### src/rtl/t07_spi_reg_arbiter.sv
// t07_spi_reg_arbiter
// Arbitrates writes into a shared external register file between a buffered
// SPI word stream and a blocking CPU write port. SPI words wait in a small
// FIFO. The CPU port has no buffering. When both sources are waiting, the
// arbiter grants them in round-robin order. Writes are issued one at a time
// with a registered strobe, address and data. Each write is held until the
// register file signals ready.

module t07_spi_reg_arbiter #(
  parameter int FIFO_DEPTH = 4
) (
  input  logic                          clk,
  input  logic                          nrst,
  input  logic                          spi_valid,
  input  logic [5:0]                    spi_addr,
  input  logic [31:0]                   spi_data,
  input  logic                          cpu_req,
  input  logic [5:0]                    cpu_addr,
  input  logic [31:0]                   cpu_wdata,
  output logic                          cpu_done,
  output logic                          reg_we,
  output logic [5:0]                    reg_addr,
  output logic [31:0]                   reg_wdata,
  input  logic                          reg_ready,
  output logic                          spi_drop,
  output logic [7:0]                    drop_count,
  output logic [$clog2(FIFO_DEPTH):0]   fifo_level
);

  localparam int AW = $clog2(FIFO_DEPTH);
  localparam int LW = AW + 1;

  localparam logic [AW-1:0] PTR_ONE    = AW'(1);
  localparam logic [LW-1:0] LEVEL_ONE  = LW'(1);
  localparam logic [LW-1:0] LEVEL_ZERO = LW'(0);
  localparam logic [LW-1:0] LEVEL_FULL = LW'(FIFO_DEPTH);

  // last_grant encoding: records which source was served most recently
  localparam logic GRANT_SPI = 1'b1;
  localparam logic GRANT_CPU = 1'b0;

  typedef enum logic [1:0] {
    IDLE   = 2'd0,
    SPI_WR = 2'd1,
    CPU_WR = 2'd2
  } state_t;

  state_t state_r;
  state_t state_s;

  // FIFO storage: {addr[5:0], data[31:0]} per entry
  logic [37:0]   fifo_mem [FIFO_DEPTH];
  logic [AW-1:0] wr_ptr_r;
  logic [AW-1:0] rd_ptr_r;
  logic [LW-1:0] level_r;

  logic          last_grant_r;
  logic          cpu_seen_r;
  logic          reg_we_r;
  logic [5:0]    reg_addr_r;
  logic [31:0]   reg_wdata_r;
  logic          spi_drop_r;
  logic [7:0]    drop_count_r;

  logic          fifo_full_s;
  logic          fifo_empty_s;
  logic          push_s;
  logic          pop_s;
  logic          drop_s;
  logic          spi_pend_s;
  logic          cpu_pend_s;
  logic          cpu_done_s;
  logic [37:0]   head_s;

  assign fifo_full_s  = (level_r == LEVEL_FULL);
  assign fifo_empty_s = (level_r == LEVEL_ZERO);
  assign head_s       = fifo_mem[rd_ptr_r];

  // The head entry stays in the FIFO for the whole SPI write.
  // It is popped only in the cycle the register file accepts the write.
  assign pop_s      = (state_r == SPI_WR) && reg_ready;
  assign cpu_done_s = (state_r == CPU_WR) && reg_ready;

  // A full FIFO still takes a new word if the head leaves in the same cycle.
  assign push_s = spi_valid && (!fifo_full_s || pop_s);
  assign drop_s = spi_valid && fifo_full_s && !pop_s;

  // The CPU request is qualified one cycle after it is seen. This gives CPU
  // and SPI the same request-to-strobe latency, so arrivals in the same
  // cycle tie. It also masks the stale cpu_req level in the cycle that
  // follows cpu_done.
  assign spi_pend_s = !fifo_empty_s;
  assign cpu_pend_s = cpu_req && cpu_seen_r;

  assign cpu_done   = cpu_done_s;
  assign reg_we     = reg_we_r;
  assign reg_addr   = reg_addr_r;
  assign reg_wdata  = reg_wdata_r;
  assign spi_drop   = spi_drop_r;
  assign drop_count = drop_count_r;
  assign fifo_level = level_r;

  // FIFO data array (no reset needed, validity is tracked by level_r)
  always_ff @(posedge clk) begin
    if (push_s) begin
      fifo_mem[wr_ptr_r] <= {spi_addr, spi_data};
    end
  end

  // FIFO pointers and occupancy; pointers wrap naturally at FIFO_DEPTH
  always_ff @(posedge clk or negedge nrst) begin
    if (!nrst) begin
      wr_ptr_r <= '0;
      rd_ptr_r <= '0;
      level_r  <= '0;
    end else begin
      if (push_s) begin
        wr_ptr_r <= wr_ptr_r + PTR_ONE;
      end
      if (pop_s) begin
        rd_ptr_r <= rd_ptr_r + PTR_ONE;
      end
      case ({push_s, pop_s})
        2'b10:   level_r <= level_r + LEVEL_ONE;
        2'b01:   level_r <= level_r - LEVEL_ONE;
        default: level_r <= level_r;
      endcase
    end
  end

  // Drop pulse (one cycle after the discarded word) and saturating drop count
  always_ff @(posedge clk or negedge nrst) begin
    if (!nrst) begin
      spi_drop_r   <= 1'b0;
      drop_count_r <= 8'd0;
    end else begin
      spi_drop_r <= drop_s;
      if (drop_s && (drop_count_r != 8'hFF)) begin
        drop_count_r <= drop_count_r + 8'd1;
      end
    end
  end

  // CPU request qualifier; cleared by cpu_done so a finished request is not re-granted
  always_ff @(posedge clk or negedge nrst) begin
    if (!nrst) begin
      cpu_seen_r <= 1'b0;
    end else begin
      cpu_seen_r <= cpu_req && !cpu_done_s;
    end
  end

  // Round-robin memory: starts at CPU so SPI wins the first tie
  always_ff @(posedge clk or negedge nrst) begin
    if (!nrst) begin
      last_grant_r <= GRANT_CPU;
    end else if (pop_s) begin
      last_grant_r <= GRANT_SPI;
    end else if (cpu_done_s) begin
      last_grant_r <= GRANT_CPU;
    end else begin
      last_grant_r <= last_grant_r;
    end
  end

  // FSM state register
  always_ff @(posedge clk or negedge nrst) begin
    if (!nrst) begin
      state_r <= IDLE;
    end else begin
      state_r <= state_s;
    end
  end

  // FSM next-state: grant from IDLE, hold a write state until reg_ready
  always_comb begin
    state_s = state_r;
    case (state_r)
      IDLE: begin
        if (spi_pend_s && cpu_pend_s) begin
          if (last_grant_r == GRANT_CPU) begin
            state_s = SPI_WR;
          end else begin
            state_s = CPU_WR;
          end
        end else if (spi_pend_s) begin
          state_s = SPI_WR;
        end else if (cpu_pend_s) begin
          state_s = CPU_WR;
        end else begin
          state_s = IDLE;
        end
      end
      SPI_WR: begin
        if (reg_ready) begin
          state_s = IDLE;
        end else begin
          state_s = SPI_WR;
        end
      end
      CPU_WR: begin
        if (reg_ready) begin
          state_s = IDLE;
        end else begin
          state_s = CPU_WR;
        end
      end
      default: state_s = IDLE;
    endcase
  end

  // Registered write port: load address/data on entry to a write state, hold until accepted
  always_ff @(posedge clk or negedge nrst) begin
    if (!nrst) begin
      reg_we_r    <= 1'b0;
      reg_addr_r  <= 6'd0;
      reg_wdata_r <= 32'd0;
    end else begin
      reg_we_r <= (state_s != IDLE);
      if ((state_r == IDLE) && (state_s == SPI_WR)) begin
        reg_addr_r  <= head_s[37:32];
        reg_wdata_r <= head_s[31:0];
      end else if ((state_r == IDLE) && (state_s == CPU_WR)) begin
        reg_addr_r  <= cpu_addr;
        reg_wdata_r <= cpu_wdata;
      end else begin
        reg_addr_r  <= reg_addr_r;
        reg_wdata_r <= reg_wdata_r;
      end
    end
  end

endmodule

### config.mk
export PLATFORM = sky130hd
export DESIGN_NAME = t07_spi_reg_arbiter
export DESIGN_NICKNAME = d
export VERILOG_FILES = /design/src/rtl/t07_spi_reg_arbiter.sv
export SDC_FILE = /design/constraint.sdc
export NUM_CORES = 1
export LEC_CHECK = 0
export CAP_MARGIN = 20
export CORE_MARGIN = 10
export CORE_UTILIZATION = 28
export DETAILED_ROUTE_END_ITERATION = 12
export PLACE_DENSITY = 0.49
export SYNTH_ARGS = -nofsm -noshare
export SYNTH_HDL_FRONTEND = slang
export SYNTH_SLANG_ARGS = --single-unit
### constraint.sdc
create_clock -name clk -period 5.75 [get_ports clk]
set_clock_uncertainty 0.1 [all_clocks]
set_input_delay 0.575 -clock clk [delete_from_list [all_inputs] [get_ports clk]]
set_output_delay 0.575 -clock clk [all_outputs]
set_load 0.01 [all_outputs]
==> results by stage, run 1 <==
Timing:
- The worst path meets setup with 3.13 ns of slack.
- At the pin with the least slew margin, the transition time is 1.04 ns.
- Setup violations remaining at the end of the flow were counted as 0.
- The number of hold violations in the final report came to 0.
- The share of the clock period used by the worst path after layout is 45.5%.
- The max-slew violation count is 0.
- Setup repair after global routing left no endpoint under its margin.
- The worst path in the final design needs a cycle of 2.62 ns, including I/O delays and setup.
- Headroom to the max-slew limit came out at 30.3%.
- The maximum clock rate is 382 MHz.
- Adding up every negative setup slack in the final design gives 0 ns.

Cells and area:
- The post-layout net count is 653.
- The repair_antennas step left the layout with diodes totalling 0.
- The synthesis-to-layout area growth is 30.3%.
- The final instance count without filler cells is 967.
- For this run, the share of the core covered by cells in the final layout is 37.3%.
- The fraction of final layout cells with drive strength greater than 1 is 29.5%.

Detailed routing:
- The mean number of vias per cell is 4.52.
- Once detail routing completed, the nets flagged for antenna violations numbered 0.
- For this run, the detailed router's first-pass iteration total came to 4.
- The number of DRC markers in iteration 0 is 276.
- The via total after detailed routing is 4369.
- The average wire per cell in the routed design is 19.6 µm.
- The total wire length after detailed routing is 18900 µm.
- After detailed routing, the number of remaining DRC violations is 0.

GRT:
- The number of antenna violations at the first check in global routing is 1.
- The first-pass GRT wire length is 29200 µm.
- The global routing usage summed across all routing layers is 10.3%.
- The largest net degree at the start of global routing is 60.
- The number of global-route vias before repair is 4835.
- The final global-route overflow total is 0.

Worst setup path:
- Together, buffers and inverters on the worst path number 3.
- The number of cells traversed by the worst register-to-register path is 10.
- STA classifies the critical path endpoint as a primary output.
- The longest individual stage delay on the worst path is 0.59 ns.
- The dominant cell type by count on the critical path is sky130_fd_sc_hd__clkdlybuf4s50_1.
- The worst path arrival time is 1.94 ns.
- The required time at the worst-slack endpoint is 5.08 ns.
- The worst register-to-register path begins at fifo_level[1].
- Among cell families on the critical path, the largest total delay comes from buffers and inverters.
- The cell with the biggest individual delay on the critical path is sky130_fd_sc_hd__clkdlybuf4s50_1.
- Traced cell by cell, the critical path runs through clkdlybuf4s50_1, nand3b_1, inv_1, clkdlybuf4s50_1.
- The element type at the critical path start is an input pin.
- The critical-path maximum fanout is 5.
- The kind of critical path is in -> out.
- In this run the register-to-register setup slack is 3.25 ns.
- The worst flop-to-flop path endpoint is fifo_level[2].

Placed design:
- In this run, placement finished with an instance count of 919.
- Before CTS, the worst setup slack after placement is 2.74 ns.
- The detailed-placement wirelength estimate is 11900 µm.
- The congestion estimate from routability-driven global placement came to 0.689.
- Port buffering added 132 buffers.

Job:
- The tool flagged a number of max-cap violations equal to 0.

Synth:
- The sequential fraction of the synthesis area is 72.9%.
- The number of nets in the synthesized netlist is 512.
- Synthesis produced a netlist whose cell count is 424.
- After synthesis the cells add up to 0.00829 mm².
- The count of cell types in the netlist is 42.
- The per-instance average area after synthesis is 19.5 µm².
- The number of synthesis warnings is 0.
- The total of flip-flops plus latches after synthesis is 211.

Pwr:
- For this design the total switching power over the nets is 1.65 mW.
- The static leakage power is 3.76 nW.
- Registers are responsible for 43.0% of the overall power.
- For this design the ratio of total power to cell area is 514 mW/mm².
- The switching share of power is 29.7%.
- VDD sags by at most 205 µV.
- The cell internal power dissipation is 3.90 mW.
- The part of the total power dissipated in combinational logic is 31.7%.
- The clock network burns 25.3% of the power.
- The total power of the final layout is 5.55 mW.

Clock tree:
- The clock insertion delay at the later pin of the skew report is 0.51 ns.
- The maximum root-to-sink buffer count is 3.
- CTS saw 211 sinks.
- Clock-pin slew was measured on the worst setup and hold paths at 0.06 ns.
- CTS built an H-tree with a depth of 1.
- After clock tree synthesis, the setup repair step added 0 buffers.
- The hold-fix buffer count after cts is 0.
- The CTS tree is built.
- The number of buffers added by the clock tree synthesis step is 24.
- The root buffer selected by CTS is sky130_fd_sc_hd__clkbuf_16.
- The post-CTS resize count is 0.

Die:
- In this run the horizontal extent of the chip is 192 µm.
- The floorplan step set the die height to 192 µm.
- The initial core utilization is 28.6%.
- The row count is 62.
- The floorplan core area is 0.0289 mm².
- The die covers 0.0369 mm².
- Pin placement for this block handled 133 I/O pins.

Outcome:
- The run finished with clean final reports.

Min path:
- The worst hold path belongs to the class in -> async.
## cells by family (layout without fill, tap and decap cells)
group           Yosys count  after routing  share of synthesized area, %
mux                      42             42                          10.9
flops                   211            211                          72.9
buf+inv                  31            190                          1.99
xor+xnor                 13             13                          1.37
fa+ha+maj                 7              7                          1.15
simple gates             75             75                          5.86
compound gates           45             45                          5.86
## synthesized netlist by cell type, drive strengths merged
cell | n | area, µm²
fa | 1 | 20.0
nand3b | 2 | 27.5
edfxtp | 152 | 4560
nand4 | 2 | 27.5
nor3 | 2 | 21.3
o221a | 38 | 428
nand2b | 1 | 13.8
nand3 | 4 | 20.0
o21bai | 1 | 7.51
xor2 | 9 | 78.8
nor3b | 1 | 7.51
buf | 13 | 95.1
dfrtp | 59 | 1480
ha | 6 | 75.1
xnor2 | 4 | 35.0
a21oi | 2 | 10.0
nor2 | 8 | 32.5
nor4 | 3 | 18.8
o21ai | 1 | 5.00
a31oi | 1 | 6.26
mux2 | 3 | 33.8
clkbuf | 8 | 32.5
and3 | 4 | 25.0
or2 | 38 | 238
o31a | 1 | 10.0
mux2i | 1 | 10.0
nor4b | 1 | 15.0
nand2 | 7 | 26.3
a21boi | 1 | 18.8
and2 | 2 | 12.5
mux4 | 38 | 856
inv | 10 | 37.5
## worst reg2reg max path: stages, from the launching register on
cell                      delay (ns)
sky130_fd_sc_hd__dfrtp_1        0.46
sky130_fd_sc_hd__nor2_1         0.24
sky130_fd_sc_hd__nand3_1        0.20
sky130_fd_sc_hd__and2_1         0.26
sky130_fd_sc_hd__inv_1          0.07
sky130_fd_sc_hd__ha_1           0.18
sky130_fd_sc_hd__inv_1          0.06
sky130_fd_sc_hd__fa_1           0.38
sky130_fd_sc_hd__xor2_1         0.16
sky130_fd_sc_hd__nor2_1         0.15
sky130_fd_sc_hd__xor2_1         0.18
## through the flow
stage / hold WS (ns) / area, µm²
CTS: 0.0967 / 10700
detailed placement: 0.391 / 9970
finish: 0.0613 / 10800
global route: 0.122 / 10800
global placement: 0.386 / 9970
floorplan: 0.179 / 8290
## power groups by stage
stage	registers, mW	clock network, mW	logic [mW]
after detailed placement	2.44	0	1.77
after global placement	2.42	0	1.75
final	2.38	1.40	1.76
after floorplan	2.31	0	1.15
after global routing	2.46	1.52	1.93
after CTS	2.41	1.46	1.78
## layer usage
metal	vias to the layer above	part of all wire [%]	global-route usage, %	routed length, µm
met5	-	0.090	0	17
met4	2	1.6	2.21	294
met3	29	6.7	2.79	1260
met2	129	47	16.7	8910
met1	2227	45	13.4	8450
li1	1982	-	-	-
## state kept, by name, summed over array words and instances (netlist names), 2 cells and up
| signal | cells |
|---|---|
| rd_ptr_r | 2 |
| wr_ptr_r | 2 |
| fifo_mem | 152 |
| reg_addr | 6 |
| drop_count | 8 |
| reg_wdata | 32 |
| fifo_level | 3 |
| state_r | 2 |
## layout make-up
cell class	count	area [µm²]
fill	2664	18100
inverter	10	37.5
timing repair buffer	136	1400
multi-input combinational	182	2090
clock buffer	28	646
clock inverter	16	104
tap	384	480
sequential	211	6050
## how the worst max path moves through the flow
| stage | start | to | slack [ns] | cells after the start |
|---|---|---|---|---|
| final | reg_ready | cpu_done | 3.13 | 4 |
| after global routing | reg_ready | cpu_done | 3.07 | 4 |
| after CTS | reg_ready | cpu_done | 3.13 | 4 |
| after detailed placement | reg_ready | fifo_mem[0][12] | 2.74 | 4 |
| after global placement | reg_ready | fifo_mem[2][6] | 2.80 | 4 |
| after floorplan | reg_ready | fifo_mem[0][0] | 3.44 | 3 |
## placed cells by master, fill, tap and decap left out, drive strengths merged, types with 2 or more instances in the layout
cell and instances:
edfxtp 152, clkdlybuf4s50 131, dfrtp 59, mux4 38
o221a 38, or2 38, clkbuf 28, clkinv 15
inv 10, xor2 9, nor2 8, nand2 7
ha 6, buf 5, nand3 4, and3 4
xnor2 4, nor4 3, mux2 3, a21oi 2
and2 2, nor3 2, nand3b 2, nand4 2
Note: power is estimated with default switching activity, not from simulation.
==> inputs of run 2 (changes only) <==
==> constraint.sdc (replaced) <==
create_clock -name clk -period 2.75 [get_ports clk]
set_clock_uncertainty 0.1 [all_clocks]
set_input_delay 0.275 -clock clk [delete_from_list [all_inputs] [get_ports clk]]
set_output_delay 0.275 -clock clk [all_outputs]
set_load 0.01 [all_outputs]
==> results by stage, run 2 (synthesis results as in run 1) <==
Outcome:
- The flow ran to the end, and the final reports show no timing, DRC or antenna violations.

Die:
- The initial core utilization is 28.6%.
- The die is 192 µm tall.
- The die area is 0.0369 mm².
- The die width is 192 µm.
- 133 I/O pins were placed.
- The row count is 62.
- The region available for standard cell placement spans 0.0289 mm².

Timing:
- The number of hold violations in the final report was 0.
- The final-layout setup total negative slack is 0 ns.
- Setup violations remaining at the end of the flow were counted as 0.
- In the finished design, the share of the clock period the worst path needs comes to 88.5%.
- The slew of the pin with the lowest slew margin is 0.883 ns.
- The final critical-path required period is 2.43 ns.
- Setup repair after global routing left no endpoint under its margin.
- The max-slew violation count was 0.
- The maximum clock rate is 411 MHz.
- The worst relative slew slack is 41.1%.

Detailed routing:
- The length of the first detailed-routing pass in iterations is 4.
- Summed over all layers, the routed wires come to 19400 µm.
- The via total after detailed routing is 4394.
- For this run, design rule violations remaining after detail routing come to 0.
- In this run the remaining antenna-violating nets after routing total 0.
- The number of DRC markers in iteration 0 is 236.
- Dividing the detail-routed wire length by the instance count gives 19.8 µm.
- Using the TritonRoute via totals, the vias-per-cell ratio works out to 4.49.

GRT:
- The final global-route overflow total is 0.
- The largest net degree at the start of global routing is 60.
- The number of global-route vias before repair is 5016.
- The first global-routing pass estimated 30300 µm of wire.
- The global routing usage summed across all routing layers is 10.6%.
- The number of antenna violations at the first check in global routing came to 0.

Pwr:
- The switching component of the power is 3.49 mW.
- The sequential fraction of design power is 39.2%.
- The switching share of power is 28.8%.
- The maximum VDD drop is 378 µV.
- The part of the total power dissipated in combinational logic is 33.3%.
- The static leakage power is 3.85 nW.
- Power spread over the standard cell area amounts to 1100 mW/mm².
- The cell internal power dissipation is 8.61 mW.
- The clock share of power is 27.5%.

Clock tree:
- The number of buffers added by the clock tree synthesis step is 24.
- The setup fix buffers added after clock tree synthesis is 0.
- The clock insertion delay at the later pin of the skew report is 0.51 ns.
- The clock passes through at most 3 buffers.
- The number of H-tree levels is 1.
- CTS saw 211 sinks.
- Clock-pin slew was measured on the worst setup and hold paths at 0.07 ns.
- The root buffer selected by CTS is sky130_fd_sc_hd__clkbuf_16.
- TritonCTS built the clock tree.

Cells and area:
- The multi-input combinational cells in the finished layout cover a total of 0.00209 mm².
- The most common library cell in the layout ignoring fill and taps is sky130_fd_sc_hd__edfxtp_1.
- The top cell types in the final layout, fill and taps aside, are 152 x sky130_fd_sc_hd__edfxtp_1, 131 x sky130_fd_sc_hd__clkdlybuf4s50_1, 57 x sky130_fd_sc_hd__dfrtp_1.
- The number of fill cells is 2675.
- The area growth from synthesis to layout is 32.2%.
- The sequential cells in the finished layout cover a total of 0.00605 mm².
- 0 antenna diodes ended up in the layout.
- The post-route netlist has 31.0% of its cells at a drive strength greater than 1.
- The design area is 0.0110 mm².
- The post-layout net count is 664.
- Counting flops per register, the top entry is fifo_mem.
- The flip-flop count of the largest register after layout is 152.

Placed design:
- During placement, the flow inserted port buffers numbering 132.
- The detailed-placement wirelength estimate is 12500 µm.
- Summing all placed instances gives a cell area of 0.0101 mm².
- The global placer's final weighted congestion is 0.716.

Worst setup path:
- Of all nets on the critical path, the largest fanout is 5.
- The required time at the worst-slack endpoint is 3.08 ns.
- The worst setup path is launched from a flop.
- The worst path arrival time is 2.77 ns.
- The category of the worst setup path capture point is a flop.
- The critical path is of the reg -> reg type.

Job:
- Across the run, the number of max-cap violations was 0.

Min path:
- The worst hold-check path type is in -> reg.
## run 2: final timing paths
kind | from | to | slack [ns] | cells after the start
max | fifo_level[0] | fifo_level[2] | 0.32 | 10
min | spi_data[13] | fifo_mem[3][13] | 0.29 | 1
max reg2reg | fifo_level[0] | fifo_level[2] | 0.32 | 10
min reg2reg | drop_count[6] | drop_count[6] | 0.40 | 1
max in group asynchronous | nrst | rd_ptr_r[0] | 1.57 | 2
min in group asynchronous | nrst | drop_count[6] | 0.32 | 2
## run 2: timing repair
item,CTS,global route
hold buffers,1,0
hold endpoints to repair,59,0
resized for setup,0,0
setup endpoints to repair,0,0
## run 2: worst max-delay path: stages (launching register included)
cell                      delay [ns]
sky130_fd_sc_hd__dfrtp_1        0.46
sky130_fd_sc_hd__nor2_1         0.26
sky130_fd_sc_hd__nand3_1        0.19
sky130_fd_sc_hd__and2_1         0.24
sky130_fd_sc_hd__inv_1          0.07
sky130_fd_sc_hd__ha_1           0.17
sky130_fd_sc_hd__inv_1          0.06
sky130_fd_sc_hd__fa_1           0.37
sky130_fd_sc_hd__xor2_1         0.15
sky130_fd_sc_hd__nor2_1         0.11
sky130_fd_sc_hd__xor2_1         0.17
## run 2: layer usage
metal  routed length, µm  vias up  global-route usage (%)
met2                9340      115                    17.3
met4                 321        0                    2.86
met5                   0        -                       0
met3                1280       25                    2.87
met1                8450     2255                    13.7
li1                    -     1999                       -
## run 2: power groups by stage
stage | clock network (mW) | logic [mW] | registers, mW
2_1_floorplan | 0 | 2.40 | 4.84
6_report | 3.33 | 4.03 | 4.74
4_1_cts | 3.45 | 4.18 | 4.76
5_1_grt | 3.60 | 4.43 | 4.84
3_3_place_gp | 0 | 4.10 | 4.75
3_5_place_dp | 0 | 4.16 | 4.81
## run 2: per-stage QoR
stage               worst slack (ns)  hold slack (ns)  total power, mW  instances  util, %
detailed placement            0.0644            0.355             8.97        933     34.9
floorplan                      0.493           -0.121             7.24        424        -
finish                         0.318            0.287             12.1        978     37.9
global route                   0.139            0.270             12.9        978     37.9
CTS                            0.299            0.252             12.4        978     37.9
global placement               0.182            0.326             8.86        933     34.9
## run 2: area by class of cell
type,count,share of cell area [%]
clock buffer,29,5.93
clock inverter,15,1.79
inverter,10,0.343
multi-input combinational,182,19.0
sequential,211,55.2
tap,384,4.39
timing repair buffer,147,13.3
==> inputs of run 3 (changes only) <==
--- a/config.mk
+++ b/config.mk
@@ -10,6 +10,7 @@
 export CORE_UTILIZATION = 28
 export DETAILED_ROUTE_END_ITERATION = 12
 export PLACE_DENSITY = 0.49
+export REMOVE_ABC_BUFFERS = 1
 export SYNTH_ARGS = -nofsm -noshare
 export SYNTH_HDL_FRONTEND = slang
 export SYNTH_SLANG_ARGS = --single-unit
==> constraint.sdc (replaced) <==
create_clock -name clk -period 2.75 [get_ports clk]
set_clock_uncertainty 0.1 [all_clocks]
set_input_delay 0.275 -clock clk [delete_from_list [all_inputs] [get_ports clk]]
set_output_delay 0.275 -clock clk [all_outputs]
set_load 0.1 [all_outputs]
==> results by stage, run 3 (synthesis results as in run 1) <==
Die:
- The row count is 62.
- The floorplan core area is 0.0289 mm².
- The die height is 192 µm.
- The initial utilization of the core area, before any placement, comes to 28.6%.
- The die area is 0.0369 mm².
- Measured along the x axis, the die boundary spans 192 µm.
- The number of top-level design ports is 133.

Pwr:
- Registers are responsible for 33.8% of the overall power.
- The total power of the final layout is 14.0 mW.
- VDD sags by at most 722 µV.
- In this run, the combinational gates consume 44.5% of the power.
- Internal power comes to 8.23 mW.
- Net switching is 41.3% of the power.
- The clock share of power is 21.8%.
- In this run the power density over the cells is 1300 mW/mm².
- The switching component of the power is 5.80 mW.
- The static leakage power is 3.83 nW.

Detailed routing:
- The number of DRC markers in iteration 0 is 152.
- The mean number of vias per cell is 4.56.
- The average wire per cell in the routed design is 19.6 µm.
- Detailed routing inserted a total of 4445 vias.
- The total wire length after detailed routing is 19100 µm.
- The DRC violation count after routing is 0.
- The number of routed nets with antenna violations is 0.
- The pre-antenna-repair detailed-routing pass consisted of 4 iterations.

Worst setup path:
- The cell with the biggest individual delay on the critical path is sky130_fd_sc_hd__dfrtp_1.
- The number of cells traversed by the worst register-to-register path is 10.
- The worst register-to-register path begins at fifo_level[0].
- The longest individual stage delay on the worst path is 0.46 ns.
- In this run the critical register-to-register path is captured at fifo_level[2].
- For the worst setup path, the data arrival time is 2.73 ns.
- STA puts the critical path data required time at 3.08 ns.
- STA classifies the critical path endpoint as a flop.
- The kind of critical path is reg -> reg.
- The critical-path maximum fanout is 5.
- The critical path goes through nor2_1, nand3_1, and2_1, inv_1, ha_1, inv_1, fa_1, xor2_1, nor2_1, xor2_1.
- The worst register-to-register path has a setup slack of 0.35 ns.
- STA classifies the critical path startpoint as a flop.

GRT:
- The number of global-route vias before repair was 4922.
- The first global-routing pass estimated 29100 µm of wire.
- The largest net degree at the start of global routing is 60.
- Global routing used 10.2% of the available tracks across all layers.
- The number of antenna violations at the first check in global routing is 1.
- The final global-route overflow total is 0.

Timing:
- The share of the clock period used by the worst path after layout is 87.4%.
- The worst relative slew slack is 43.2%.
- For the final routed database, the setup TNS stands at 0 ns.
- The number of hold violations in the final report came to 0.
- Setup repair after global routing left no endpoint under its margin.
- For this run, the top clock speed supported by timing is 416 MHz.
- The total of endpoints with negative setup slack in the final report is 0.
- The max-slew violation count came to 0.
- At the pin with the least slew margin, the transition time is 0.852 ns.
- The final critical-path required period is 2.40 ns.

Min path:
- The worst hold path begins at spi_addr[0].
- Along the worst hold path, the cell count comes to 1.
- The worst hold-check path type is in -> reg.
- The endpoint of the worst hold-timing path is fifo_mem[0][32].

Placed design:
- The count of buffers inserted at the top-level ports is 132.
- Once placement finished, the instance area stood at 0.00997 mm².
- The detailed-placement wirelength estimate is 11800 µm.
- The global placer's final weighted congestion is 0.757.

Cells and area:
- At the end of the flow the core is filled with cells to 37.2%.
- In the final design database the tool counted 659 nets.
- Of the cells placed in the final design, the portion with a size suffix greater than 1 is 38.7%.
- The library cell used most frequently in the layout, excluding fill and tap cells, is sky130_fd_sc_hd__edfxtp_1.
- The design area is 0.0108 mm².
- The synthesis-to-layout area growth is 29.8%.
- The flip-flop count of the largest register after layout is 152.
- The largest register by flop count is fifo_mem.
- In the layout the commonest cells are 152 x sky130_fd_sc_hd__edfxtp_1, 79 x sky130_fd_sc_hd__clkdlybuf4s50_1, 57 x sky130_fd_sc_hd__dfrtp_1, 57 x sky130_fd_sc_hd__buf_4, 38 x sky130_fd_sc_hd__mux4_2.

Clock tree:
- The maximum root-to-sink buffer count is 3.
- The clock reaches the later pin of the worst-skew pair after 0.51 ns.
- The clock slew seen by the registers of the worst setup and hold paths is 0.06 ns.
- In this run the post-CTS setup repair buffer count came out at 0.
- In this run the number of H-tree levels came out at 1.
- The CTS tree is built.
- For this design, the sink count on the clock tree is 211.
- The number of buffers added by the clock tree synthesis step is 24.
- The tree is rooted in a sky130_fd_sc_hd__clkbuf_16.

Outcome:
- The flow ran to the end, and the final reports show no timing, DRC or antenna violations.

Job:
- The count of max-cap constraint violations is 0.
## run 3: cell types whose count changed in the layout (fill, tap and decap cells not counted), sizes merged
cell | before | now
bufinv | 4 | 1
diode | 0 | 1
clkbuf | 29 | 31
clkdlybuf4s50 | 131 | 79
inv | 10 | 11
buf | 15 | 62
clkinv | 8 | 6
clkinvlp | 3 | 5
## run 3: power by group through the flow
| stage | registers, mW | logic, mW | clock network [mW] |
|---|---|---|---|
| 4_1_cts | 4.76 | 6.38 | 3.16 |
| 3_5_place_dp | 4.81 | 6.35 | 0 |
| 5_1_grt | 4.83 | 6.61 | 3.29 |
| 3_3_place_gp | 4.76 | 6.29 | 0 |
| 6_report | 4.74 | 6.24 | 3.05 |
| 2_1_floorplan | 7.27 | 2.09 | 0 |
## run 3: worst max-delay path by stage
stage	startpoint	endpoint	slack (ns)
floorplan	fifo_level[0]	fifo_mem[0][0]	-0.14
global placement	reg_ready	fifo_level[2]	0.18
detailed placement	reg_ready	fifo_level[2]	0.11
CTS	fifo_level[0]	fifo_level[2]	0.34
global route	fifo_level[0]	fifo_level[2]	0.19
finish	fifo_level[0]	fifo_level[2]	0.35
## run 3: what timing repair did
action,4_1_cts,5_1_grt
hold buffers,1,0
gates resized for setup,0,0
endpoints found under the hold margin,59,0
## run 3: per-stage QoR
step | worst slack, ns | std cells | hold slack [ns]
after global routing | 0.188 | 973 | 0.290
after CTS | 0.340 | 973 | 0.274
after floorplan | -0.143 | 403 | -0.121
after global placement | 0.183 | 928 | 0.324
after detailed placement | 0.106 | 928 | 0.347
final | 0.346 | 974 | 0.305
## run 3: worst max-delay path: cells and delay by family (launching register included)
family | cells | cell delay [ns]
AND/OR/NAND/NOR | 4 | 0.79
adder cells (fa/ha/maj) | 2 | 0.55
flip-flops | 1 | 0.46
XOR/XNOR | 2 | 0.30
buffers and inverters | 2 | 0.13
## run 3: area by class of cell
cell class,instances,area (µm²)
Antenna cell,1,2.50
Clock buffer,31,668
Clock inverter,13,108
Fill cell,2683,18200
Inverter,10,37.5
Multi-Input combinational cell,182,2090
Sequential cell,211,6050
Tap cell,384,480
Timing Repair Buffer,142,1330
## run 3: metal layers
metal	wire length (µm)	global-route usage (%)	part of all wire, %
met2	9360	17.3	49
met3	1120	2.50	5.9
met5	0	0	0
met4	359	2.92	1.9
met1	8220	12.6	43
